File: config.mk
export PLATFORM = sky130hd
export DESIGN_NAME = cv32e40p_cdec_ft_monitor
export DESIGN_NICKNAME = d
export VERILOG_FILES = /design/src/rtl/cv32e40p_cdec_ft_monitor.sv
export SDC_FILE = /design/constraint.sdc
export NUM_CORES = 1
export LEC_CHECK = 0
export BUFFER_PORTS_ARGS = -buffer_cell sky130_fd_sc_hd__clkbuf_2
export CAP_MARGIN = 5
export CORE_ASPECT_RATIO = 1.25
export CORE_MARGIN = 5
export CORE_UTILIZATION = 30
export CTS_CLUSTER_DIAMETER = 50
export DETAILED_ROUTE_END_ITERATION = 6
export GPL_TIMING_DRIVEN = 0
export MAX_ROUTING_LAYER = met4
export PLACE_DENSITY_LB_ADDON = 0.05
export RECOVER_POWER = 100
export SYNTH_ARGS = -nofsm -noshare
export SYNTH_HDL_FRONTEND = slang
export SYNTH_SLANG_ARGS = --single-unit
File: constraint.sdc
create_clock -name clk -period 4 [get_ports clk]
set_input_delay 0.8 -clock clk [delete_from_list [all_inputs] [get_ports clk]]
set_output_delay 0.8 -clock clk [all_outputs]
set_load 0.005 [all_outputs]
File: src/rtl/cv32e40p_cdec_ft_monitor.sv
`default_nettype none
// ----------------------------------------------------------------------------
// cv32e40p_cdec_ft_monitor : per-replica error counters and TMR/DMR/FAIL mode
//                             tracking for the triplicated compressed decoder.
// Optional macro CDEC_FT_CNT_OBS_EN exposes the counters on cnt_o.
// Revision: 1.0
// ----------------------------------------------------------------------------
module cv32e40p_cdec_ft_monitor #(
  parameter int unsigned DECREMENT          = 1,
  parameter int unsigned INCREMENT          = 1,
  parameter int unsigned BREAKING_THRESHOLD = 3,
  parameter int unsigned COUNT_BIT          = 8,
  parameter int unsigned INC_DEC_BIT        = 2
) (
  input  logic                     clk,
  input  logic                     rst,
  input  logic                     valid_i,
  input  logic [2:0]               err_i,
  input  logic                     clear_i,
  output logic [2:0]               broken_o,
  output logic [1:0]               mode_o,
  output logic [1:0]               excl_o,
  output logic                     fault_o
`ifdef CDEC_FT_CNT_OBS_EN
  ,
  output logic [3*COUNT_BIT-1:0]   cnt_o
`endif
);

  typedef enum logic [1:0] {
    ST_TMR  = 2'b00,
    ST_DMR  = 2'b01,
    ST_FAIL = 2'b10
  } state_e;

  localparam int unsigned             CW      = COUNT_BIT + 1;
  localparam logic [INC_DEC_BIT-1:0]  INC_OP  = INC_DEC_BIT'(INCREMENT);
  localparam logic [INC_DEC_BIT-1:0]  DEC_OP  = INC_DEC_BIT'(DECREMENT);
  localparam logic [COUNT_BIT:0]      INC_EXT = CW'(INC_OP);
  localparam logic [COUNT_BIT:0]      DEC_EXT = CW'(DEC_OP);
  localparam logic [COUNT_BIT:0]      THR     = CW'(BREAKING_THRESHOLD);
  localparam logic [COUNT_BIT-1:0]    CNT_MAX = '1;

  logic [2:0][COUNT_BIT-1:0] cnt_q;
  logic [2:0][COUNT_BIT-1:0] cnt_d;
  logic [2:0]                broken_q;
  logic [2:0]                new_brk;
  state_e                    state_q;
  logic [1:0]                excl_q;
  logic                      fault_q;

  // One extra bit of headroom makes carry-out and borrow directly visible.
  for (genvar k = 0; k < 3; k++) begin : g_cnt
    logic [COUNT_BIT:0] sum;
    logic [COUNT_BIT:0] diff;

    assign sum  = {1'b0, cnt_q[k]} + INC_EXT;
    assign diff = {1'b0, cnt_q[k]} - DEC_EXT;

    assign cnt_d[k] = (!valid_i || broken_q[k]) ? cnt_q[k] :
                      err_i[k] ? (sum[COUNT_BIT]  ? CNT_MAX : sum[COUNT_BIT-1:0]) :
                                 (diff[COUNT_BIT] ? '0      : diff[COUNT_BIT-1:0]);

    assign new_brk[k] = !broken_q[k] && ({1'b0, cnt_d[k]} >= THR);
  end

  always_ff @(posedge clk or posedge rst) begin
    if (rst) begin
      cnt_q    <= '0;
      broken_q <= 3'b000;
      state_q  <= ST_TMR;
      excl_q   <= 2'b11;
      fault_q  <= 1'b0;
    end else if (clear_i) begin
      cnt_q    <= '0;
      broken_q <= 3'b000;
      state_q  <= ST_TMR;
      excl_q   <= 2'b11;
      fault_q  <= 1'b0;
    end else begin
      cnt_q    <= cnt_d;
      broken_q <= broken_q | new_brk;
      fault_q  <= 1'b0;
      case (state_q)
        ST_TMR: begin
          case (new_brk)
            3'b000: ;
            3'b001: begin state_q <= ST_DMR; excl_q <= 2'd0; fault_q <= 1'b1; end
            3'b010: begin state_q <= ST_DMR; excl_q <= 2'd1; fault_q <= 1'b1; end
            3'b100: begin state_q <= ST_DMR; excl_q <= 2'd2; fault_q <= 1'b1; end
            default: begin
              state_q <= ST_FAIL;
              excl_q  <= 2'b11;
              fault_q <= 1'b1;
            end
          endcase
        end
        ST_DMR: begin
          if (|new_brk) begin
            state_q <= ST_FAIL;
            excl_q  <= 2'b11;
            fault_q <= 1'b1;
          end
        end
        ST_FAIL: ;
        default: begin
          state_q <= ST_FAIL;
          excl_q  <= 2'b11;
        end
      endcase
    end
  end

  assign broken_o = broken_q;
  assign mode_o   = state_q;
  assign excl_o   = excl_q;
  assign fault_o  = fault_q;

`ifdef CDEC_FT_CNT_OBS_EN
  assign cnt_o = cnt_q;
`endif

endmodule
`default_nettype wire

# Word-level counts from Yosys, hierarchy flattened
# Cells that the tools add are included.
# totals
regBits,32
output_inout_bits,8
input_bits,7
word_cells,66
# op_classes
eq_ne,8
add_sub_neg,6
muxes,26
bitwise,1
n_reduce_logical,15
order_cmp,3
# ops
op,count
$mux 8,12
$add 8x1->9 const B,3
$sub 8x1->9 const B,3
$ge 8x2->1 const B,3
$mux 24,1
$pmux 2 s3,2
$mux 2,4
$pmux 2 s4,1
$ne 3x3->1 const B,2
$reduce_or 3->1,2
$logic_not 1->1,4
$pmux 2 s2,1
$eq 3x1->1 const B,1
$eq 3x2->1 const B,1
$eq 3x3->1 const B,1
$logic_and 1x1->1,3
$logic_not 3->1,1
$logic_or 1x1->1,3
$mux 1,3
$mux 3,1
$or 3x3->3,1
$reduce_and 3->1,1
$eq 2x1->1 const B,1
$eq 2x2->1 const B,1
3 further kinds,3

# Longest topological paths before layout
# Gate-level depths: netlist (run 1).
# depth
depth_word,11
mapped_depth,11
ltp_nobuf,10

# Worst setup path after synthesis (run 1)
# Ideal clock, no wire load.
# synth_path
kind,register to register
startpoint,register cnt_q[16] (netlist bit)
endpoint,"register excl_q[0], in the netlist excl_o[0]"
path_slack_ns,0.836
path_stages_with_launch,12
t_arrival_ns,3.079
setup_ns,0.085
path_buffers,1
synth_period_minus_slack_ns,3.164
required_time_ns,3.915
path_cell_list,dfrtp_1 > clkbuf_1 > inv_1 > ha_1 > or4b_4 > or4_1 > o2111ai_1 > and4_1 > a41oi_4 > or3_1 > a2111oi_2 > o21ai_1
# synth_via
elab_chain_cells,10
word_cells_on_any_way,19
classes_between,2 x add/sub; 1 x order compare; 5 x eq/ne; 7 x mux; 4 x reduce/logical
# synth_lines
item,line_no,rtl
"start, declared",44,logic [2:0][COUNT_BIT-1:0] cnt_q;
"start signal, assigned",81,cnt_q <= cnt_d;
$sub 8x1->9 / $add 8x1->9 (equally long branches),"58, 57",
"$mux 8, on equally long branches","62, 61",
$mux 8,61,err_i[k] ? (sum[COUNT_BIT] ? CNT_MAX : sum[COUNT_BIT-1:0]) :
$mux 8 *,60,assign cnt_d[k] = (!valid_i || broken_q[k]) ? cnt_q[k] :
$ge 8x2->1 *,64,"assign new_brk[k] = !broken_q[k] && ({1'b0, cnt_d[k]} >= THR);"
$logic_and 1x1->1 *,64,
"$eq 3x3->1, or another cell as far along",86,case (new_brk)
$pmux 2 s4,86,
$pmux 2 s3,84,case (state_q)
$mux 2,74,end else if (clear_i) begin
"end signal, assigned",78,excl_q <= 2'b11;
"end signal, assigned",88,3'b001: begin state_q <= ST_DMR; excl_q <= 2'd0; fault_q <= 1'b1; end
"end signal, assigned",89,3'b010: begin state_q <= ST_DMR; excl_q <= 2'd1; fault_q <= 1'b1; end
"end, declared",49,logic [1:0] excl_q;
# Mark *: on every way between the ends. The rest lies on a longest branch, timed or not.
# A chain may end at the register's enable or synchronous reset.

# Worst setup path in the final report (run 1)
# Same ends and word-level chain as after synthesis.

==> reports/results.ini, run 1 <==
[cells_and_area]
fillers = 1037
syn_to_final_growth_pct = 12.3
n_antenna_cell = 0
drive_gt1_share_pct = 7.89
final_nets = 392

[timing]
setup_ws_ns = 0.302
fin_crit_sh_pct = 92.5
setup_violations = 0
finalSetupTns_ns = 0
fin_crit_ns = 3.70
tightestPinTransition_ns = 1.30
final_max_slew_viol_count = 0
rsz0062_at_grt = false
finClkSkew_ns = 0.00229
max_freq_mhz = 270
hold_viol_final = 0
slew_headroom_pct = 13.1

[synth]
synth_top_family_by_area = simple AND/OR/NAND/NOR gates
synthFlopType = dfrtp_1
synth_area_um2 = 2950
ys_async_sr_fraction_pct = 100
synthAdderAreaFrac_pct = 2.92
synth_top_cell_by_area = dfrtp_1
postSynthCellCount = 359
ys_seq_elements = 32
yosys.area_share.simple_pct = 32.4
synthXorXnorAreaFrac_pct = 0.889
synth.avg_cell_area_um2 = 8.23
synth-compound-area-share_pct = 29.1
synth_warnings = 0
ys_types = 76
synth_edf_count = 0
synth_top_cell_area_share_pct = 25.4
synthMuxAreaShare_pct = 1.40
yosysSeqAreaShare_pct = 27.2
synth_area_leaders = dfrtp_1 (25%), nor2_1 (3.4%), clkbuf_1 (3.3%), and4_1 (2.7%), ha_1 (2.5%)
syn-num-nets = 372

[placed_design]
placement.setup.worst_slack_ns = 0.229
port_buffers = 12
dp_hpwl_um = 6710
place.gp.congestion = 0.829

[clock_network]
postCtsHoldBufs = 0
cts-root-buf = clkbuf_16
clock-sinks = 32
cts.clk_slew.worst_paths_ns = 0.06
htreeDepth = 2
ctsLongestPathBuffers = 2
post_cts_resized = 0
numCtsBuffers = 5
cts_tree = yes
postCtsSetupBuffers = 0
clk_latency_ns = 0.28

[floorplanning]
rows = 40
io_pins = 15
start_util_pct = 30.7
dieArea_um2 = 11900
die_h_um = 121
core_area_um2 = 9610
die_x_um = 98.8

[global_route]
grt_pass1_wl_um = 14700
overflow = 0
grt_max_degree = 23
grt_usage_pct = 15.5
antenna_found_initial = 0
grt_pass1_vias = 2830

[worst_setup_path]
arrival_ns = 3.89
crit_type = reg -> reg
critPathRequiredTime_ns = 4.20
crit_path_end_kind = register
path_max_fanout = 8
critPathLaunchType = register
cp_slowest_cell = or4b_1
critPathBufInv = 2
slowest_delay_ns = 0.59
cp_top_family = simple AND/OR/NAND/NOR gates
crit_chain = clkbuf_1, inv_1, ha_1, or4b_1, or4_1, o2111ai_1, and4_1, a41oi_4, or3_1, a2111oi_2, o21ai_1

[drt]
route.detailed.drc = 0
viasPerCell = 5.84
ant_nets = 0
avgRoutedWirePerCell_um = 17.6
drtIter0Drc = 154
vias = 2956
drtPass1Iterations = 4
wl_um = 8910

[power]
total_power_uw = 1700
p_leak_uw = 0.00124
peakVddDrop_v = 0.000232
p_per_area_nw_per_um2 = 513

[run]
maxCapViolCount = 0

[status]
outcome = completed

[hold_path]
hp-class = in -> async

-- cell usage in the layout, fill, tap and decap left out, types with 6 or more instances in the layout --
master    instances
or3_1             6
ha_1              6
and3_1            7
nor4_1           11
nand4_1           7
and4_1            9
nand2_1          10
a21oi_1          14
nor3_1           15
o21ai_0          16
a211o_1           7
clkbuf_2          9
nand3b_1          6
nand3_1          12
nand2b_1         12
dfrtp_1          30
nor2_1           27
inv_1            16
clkbuf_1         30
nor2b_1           6
-- final timing paths --
check                               start   endpoint  slack, ns  cells past startpoint
worst max-delay path            cnt_q[16]  excl_o[0]       0.30                     11
worst min-delay path                  rst  mode_o[0]       0.49                      2
worst max register to register  cnt_q[16]  excl_o[0]       0.30                     11
worst min register to register  excl_o[0]  excl_o[0]       0.59                      2
max in group asynchronous             rst  cnt_q[20]       1.97                      3
min in group clk                excl_o[0]  excl_o[0]       0.59                      2
-- Yosys cell counts (9+ instances only) --
cell and n:
nor4_1 11, nand3_1 12, and4_1 9, nor2_1 27
clkbuf_1 26, a21oi_1 14, inv_1 16, o21ai_0 15
nand2_1 10, nor3_1 15, nand2b_1 12, dfrtp_1 30
-- worst reg2reg max path, cell delays in order, from the launching register on --
cell and delay [ns]:
dfrtp_1 0.38, clkbuf_1 0.19, inv_1 0.13, ha_1 0.25
or4b_1 0.59, or4_1 0.52, o2111ai_1 0.18, and4_1 0.34
a41oi_4 0.20, or3_1 0.40, a2111oi_2 0.35, o21ai_1 0.10
-- per-stage QoR --
step	cell area, um^2	std cells	utilization [%]	hold slack, ns
after detailed placement	3190	498	33.2	0.561
after global placement	3170	497	33.0	0.565
final	3320	506	34.5	0.485
after CTS	3360	506	35.0	0.517
after floorplan	2950	359	-	0.539
after global routing	3320	506	34.5	0.518
-- flip-flops by register name, indices dropped and copies added (netlist names) --
signal / cells
cnt_q: 24
broken_o: 3
excl_o: 2
mode_o: 2
fault_o: 1
-- layout make-up --
class	instances	area, um^2	area share (%)
plain buffers	31	116	3.51
inverters	17	63.8	1.92
repair buffers	13	60.1	1.81
clock buffers	5	125	3.77
clock inverters	3	42.5	1.28
flip-flops and latches	32	803	24.2
multi-input cells	279	1950	58.7
well taps	126	158	4.75
-- where the power goes --
| group | total [uW] | switching (uW) | internal, uW | leakage, uW |
|---|---|---|---|---|
| registers | 459 | 71.9 | 387 | 0.000422 |
| logic | 806 | 475 | 331 | 0.000741 |
| clock network | 439 | 146 | 292 | 0.0000798 |
| total | 1700 | 693 | 1010 | 0.00124 |
-- layer usage --
layer  up-vias  GRT usage, %  share of wire [%]  wire length (um)
li1       1435             -                  -                 -
met1      1424          18.6                 44              3920
met2        77          26.5                 50              4430
met3        20          1.61                3.3               290
met4         0          6.40                3.1               272
met5         -             -                  0                 0
-- kinds of logic (layout without fill, tap and decap cells) --
logic type / after synthesis / after routing
AND/OR/NAND/NOR: 160 / 160
AO/OA/AOI/OAI: 105 / 105
buffers and inverters: 48 / 69
flip-flops: 32 / 32
adder cells (fa/ha/maj): 7 / 7
multiplexers: 4 / 4
XOR/XNOR: 3 / 3
Power figures use the tool's default switching activity.
==> run 2: changes to the inputs <==
clock period = 4.2 ns   (was 4 ns; I/O delays follow)
==> reports/results.ini, run 2 (synthesis gave the netlist of run 1 again) <==
[worst_setup_path]
cp_slowest_cell = or4b_1
critPathLaunchType = register
arrival_ns = 3.96  ; +0.07 ns
crit_path_end_kind = register
critPathBufInv = 2  ; unchanged
cp_top_family = simple AND/OR/NAND/NOR gates
r2r_setup_slack_ns = 0.44  ; +0.14 ns
rr_worst_depth = 11  ; unchanged
crit-reg2reg-launch = cnt_q[16]
path_max_fanout = 8  ; unchanged
slowest_delay_ns = 0.58  ; about the same
crit_chain = clkbuf_1, inv_1, ha_1, or4b_1, or4_1, o2111ai_1, and4_1, a41oi_2, or3_1, a2111oi_2, o21ai_1
crit_type = reg -> reg
critPathRequiredTime_ns = 4.40  ; +0.20 ns
rr_endpoint = excl_o[0]

[timing]
finClkSkew_ns = 0.00251  ; +0.000216 ns
final_max_slew_viol_count = 0  ; unchanged
fin_crit_ns = 3.76  ; +0.0607 ns
max_freq_mhz = 266  ; -1.6%
fin_crit_sh_pct = 89.5  ; -3.0 points
setup_violations = 0  ; unchanged
tightestPinTransition_ns = 1.30  ; -0.00519 ns
hold_viol_final = 0  ; unchanged
rsz0062_at_grt = false
finalSetupTns_ns = 0  ; unchanged
slew_headroom_pct = 13.4  ; +0.35 points

[floorplanning]
rows = 40  ; unchanged
die_x_um = 98.8  ; unchanged
dieArea_um2 = 11900  ; unchanged
die_h_um = 121  ; unchanged
io_pins = 15  ; unchanged
start_util_pct = 30.7  ; unchanged
core_area_um2 = 9610  ; unchanged

[placed_design]
dpl_cell_area_um2 = 3190  ; unchanged
place.gp.congestion = 0.829  ; unchanged
port_buffers = 12  ; unchanged
dp_hpwl_um = 6710  ; unchanged

[power]
p_per_area_nw_per_um2 = 489  ; -4.8%
p_leak_uw = 0.00124  ; about the same
peakVddDrop_v = 0.000220  ; -4.9%

[clock_network]
clock-sinks = 32  ; unchanged
ctsLongestPathBuffers = 2  ; unchanged
clk_latency_ns = 0.28  ; about the same
numCtsBuffers = 5  ; unchanged
postCtsHoldBufs = 0  ; unchanged
cts_tree = yes
cts-root-buf = clkbuf_16
post_cts_resized = 0  ; unchanged
cts.clk_slew.worst_paths_ns = 0.06  ; about the same
htreeDepth = 2  ; unchanged
postCtsSetupBuffers = 0  ; unchanged

[cells_and_area]
largest_register_ffs = 24  ; unchanged
syn_to_final_growth_pct = 11.9
drive_gt1_share_pct = 7.89  ; unchanged
regMostFlops = cnt_q
final_cell_mix = clkbuf_1 (30), dfrtp_1 (30), nor2_1 (27)
fillers = 1039  ; +0.19%
final_nets = 392  ; unchanged
fin_area_um2 = 3310  ; -0.34%
n_antenna_cell = 0  ; unchanged

[global_route]
grt_pass1_vias = 2830  ; unchanged
antenna_found_initial = 0  ; unchanged
grt_usage_pct = 15.5  ; unchanged
grt_pass1_wl_um = 14700  ; unchanged
grt_max_degree = 23  ; unchanged
overflow = 0  ; unchanged

[drt]
wl_um = 8910  ; unchanged
drtIter0Drc = 159  ; +3.2%
ant_nets = 0  ; unchanged
avgRoutedWirePerCell_um = 17.6  ; unchanged
route.detailed.drc = 0  ; unchanged
viasPerCell = 5.83  ; -0.17%
vias = 2951  ; -0.17%
drtPass1Iterations = 4  ; unchanged

[run]
maxCapViolCount = 0  ; unchanged

[hold_path]
hp-class = in -> async

[status]
outcome = completed

==> run 2: cell types whose count changed in the layout (fill, tap and decap cells not counted) <==
cell	change
a41oi_4	-1
a41oi_2	+1
==> run 2: metrics by stage <==
stage / cells / util (%) / setup WS [ns] / hold slack [ns] / total power (uW)
final: 506 / 34.4 / 0.441 / 0.525 / 1620
after global routing: 506 / 34.4 / 0.220 / 0.558 / 1740
after CTS: 506 / 35.0 / 0.553 / 0.557 / 1660
after detailed placement: 498 / 33.2 / 0.389 / 0.561 / 1230
after global placement: 497 / 33.0 / 0.311 / 0.565 / 1240
after floorplan: 359 / - / 1.03 / 0.539 / 1020
==> run 2: report_power, final <==
part / internal [uW] / switching [uW] / leakage [uW]
combinational: 311 / 450 / 0.000740
clock: 278 / 139 / 0.0000798
sequential: 369 / 67.4 / 0.000422
==> run 2: how the worst max path moves through the flow <==
stage | from | endpoint | slack, ns | cells after the start
floorplan | err_i[1] | mode_o[1] | 1.03 | 8
global placement | valid_i | mode_o[1] | 0.31 | 9
detailed placement | valid_i | mode_o[1] | 0.39 | 10
CTS | cnt_q[16] | excl_o[0] | 0.55 | 11
global route | cnt_q[16] | excl_o[0] | 0.22 | 11
finish | cnt_q[16] | excl_o[0] | 0.44 | 11
==> run 2: final cells by class <==
cell class | count | area (um^2) | share of cell area (%)
Timing Repair Buffer | 13 | 60.1 | 1.82
Sequential cell | 32 | 803 | 24.3
Multi-Input combinational cell | 279 | 1940 | 58.6
Buffer | 31 | 116 | 3.52
Inverter | 17 | 63.8 | 1.93
Tap cell | 126 | 158 | 4.77
Clock inverter | 3 | 42.5 | 1.29
Clock buffer | 5 | 125 | 3.78
==> run 2: metal layers <==
layer / vias to the layer above / global-route usage, % / share of wire (%)
met5: - / - / 0
met4: 0 / 6.40 / 3.0
met3: 18 / 1.61 / 3.0
met2: 60 / 26.5 / 50
met1: 1444 / 18.6 / 44
li1: 1429 / - / -
==> run 3: changes to the inputs <==
==> constraint.sdc (replaced) <==
create_clock -name clk -period 4.2 [get_ports clk]
set_input_delay 0.42 -clock clk [delete_from_list [all_inputs] [get_ports clk]]
set_output_delay 0.42 -clock clk [all_outputs]
set_load 0.005 [all_outputs]
==> reports/results.ini, run 3 (synthesis gave the netlist of run 1 again) <==
[power]
total_power_uw = 1610  ; -0.20%
p_leak_uw = 0.00125  ; +0.39%
peakVddDrop_v = 0.000220  ; -0.20%
p_per_area_nw_per_um2 = 485  ; -0.62%

[drt]
met2_wirelength_um = 4430  ; -0.85%
wl_met3_um = 301  ; +14%
highest_layer = met4
drtIter0Drc = 148  ; -6.9%
vias = 2943  ; -0.27%
ant_nets = 0  ; unchanged
viasPerCell = 5.82  ; -0.27%
drtPass1Iterations = 4  ; unchanged
wl_met1_um = 3880  ; -0.87%
wl_um = 8890  ; -0.24%
avgRoutedWirePerCell_um = 17.6  ; -0.24%
route.detailed.drc = 0  ; unchanged

[clock_network]
htreeDepth = 2  ; unchanged
ctsLongestPathBuffers = 2  ; unchanged
numCtsBuffers = 5  ; unchanged
cts-root-buf = clkbuf_16
clk_latency_ns = 0.28  ; about the same
postCtsHoldBufs = 0  ; unchanged
cts_tree = yes
postCtsSetupBuffers = 0  ; unchanged
post_cts_resized = 0  ; unchanged
clock-sinks = 32  ; unchanged
cts.clk_slew.worst_paths_ns = 0.06  ; about the same

[hold_path]
hp-class = in -> async

[timing]
fin_crit_sh_pct = 89.3  ; -0.20 points
final_max_slew_viol_count = 0  ; unchanged
slew_headroom_pct = 13.2  ; -0.24 points
max_freq_mhz = 267  ; +0.23%
setup_violations = 0  ; unchanged
hold_viol_final = 0  ; unchanged
tightestPinTransition_ns = 1.30  ; +0.00361 ns
rsz0062_at_grt = false
whs_ns = 0.104  ; -0.421 ns
finalSetupTns_ns = 0  ; unchanged
finClkSkew_ns = 0.00278  ; +0.000269 ns
fin_crit_ns = 3.75  ; -0.00855 ns

[cells_and_area]
regMostFlops = cnt_q
final_nets = 392  ; unchanged
largest_register_ffs = 24  ; unchanged
n_antenna_cell = 0  ; unchanged
final_cell_mix = clkbuf_1 (30), dfrtp_1 (30), nor2_1 (27)
instances_no_fill = 506  ; unchanged
drive_gt1_share_pct = 7.37  ; -0.53 points
syn_to_final_growth_pct = 12.4
fin_area_um2 = 3320  ; +0.42%

[worst_setup_path]
path_max_fanout = 8  ; unchanged
crit_path_end_kind = register
arrival_ns = 3.95  ; about the same
crit_type = reg -> reg
crit-reg2reg-launch = cnt_q[16]
crit_end = excl_o[0]
r2r_setup_slack_ns = 0.45  ; about the same
critPathLaunchType = register
rr_worst_depth = 11  ; unchanged
critPathLaunch = cnt_q[16]
rr_endpoint = excl_o[0]
critPathRequiredTime_ns = 4.40  ; about the same

[floorplanning]
start_util_pct = 30.7  ; unchanged
core_area_um2 = 9610  ; unchanged
io_pins = 15  ; unchanged
die_x_um = 98.8  ; unchanged
die_h_um = 121  ; unchanged
dieArea_um2 = 11900  ; unchanged
rows = 40  ; unchanged

[placed_design]
place.gp.congestion = 0.829  ; unchanged
dp_hpwl_um = 6710  ; unchanged
dpl_cell_area_um2 = 3190  ; unchanged
port_buffers = 12  ; unchanged
dpl.cell_count = 498  ; unchanged

[global_route]
grt_pass1_wl_um = 14700  ; unchanged
grt_usage_pct = 15.5  ; unchanged
grt_max_degree = 23  ; unchanged
overflow = 0  ; unchanged
antenna_found_initial = 0  ; unchanged
grt_pass1_vias = 2830  ; unchanged

[status]
outcome = completed

[run]
maxCapViolCount = 0  ; unchanged

==> run 3: layer usage <==
metal	global-route usage (%)	vias up
met4	6.40	0
met3	1.61	20
met2	26.5	76
li1	-	1434
met1	18.6	1413
met5	-	-
==> run 3: power by group <==
| part | total (uW) | internal, uW | switching (uW) |
|---|---|---|---|
| combinational | 759 | 309 | 450 |
| clock | 418 | 278 | 139 |
| sequential | 436 | 369 | 67.0 |
| total | 1610 | 956 | 656 |
==> run 3: worst max-delay path, stage by stage, from the launching register on <==
cell and delay (ns):
dfrtp_1 0.38, clkbuf_1 0.19, inv_1 0.13, ha_1 0.25, or4b_1 0.59, or4_1 0.52
o2111ai_1 0.18, and4_1 0.34, a41oi_4 0.20, or3_1 0.38, a2111oi_0 0.42, o21ai_1 0.10
==> run 3: through the flow <==
step           utilization [%]  setup WS (ns)
6_report                  34.6          0.450
5_1_grt                   34.6          0.237
4_1_cts                   35.0          0.553
3_5_place_dp              33.2          0.580
3_3_place_gp              33.0          0.547
2_1_floorplan                -           1.04
==> run 3: area by class of cell <==
type,instances,area [um^2]
fillers,1036,6290
well taps,126,158
flip-flops and latches,32,803
repair buffers,13,61.3
clock inverters,3,42.5
plain buffers,31,116
inverters,17,63.8
clock buffers,5,125
multi-input cells,279,1950
==> run 3: worst min-delay path by stage <==
stage / start / end / slack (ns)
2_1_floorplan: rst / broken_o[0] / 0.53
3_3_place_gp: excl_o[0] / excl_o[0] / 0.56
3_5_place_dp: rst / fault_o / 0.44
4_1_cts: rst / mode_o[0] / 0.14
5_1_grt: rst / mode_o[0] / 0.14
6_report: rst / mode_o[0] / 0.10
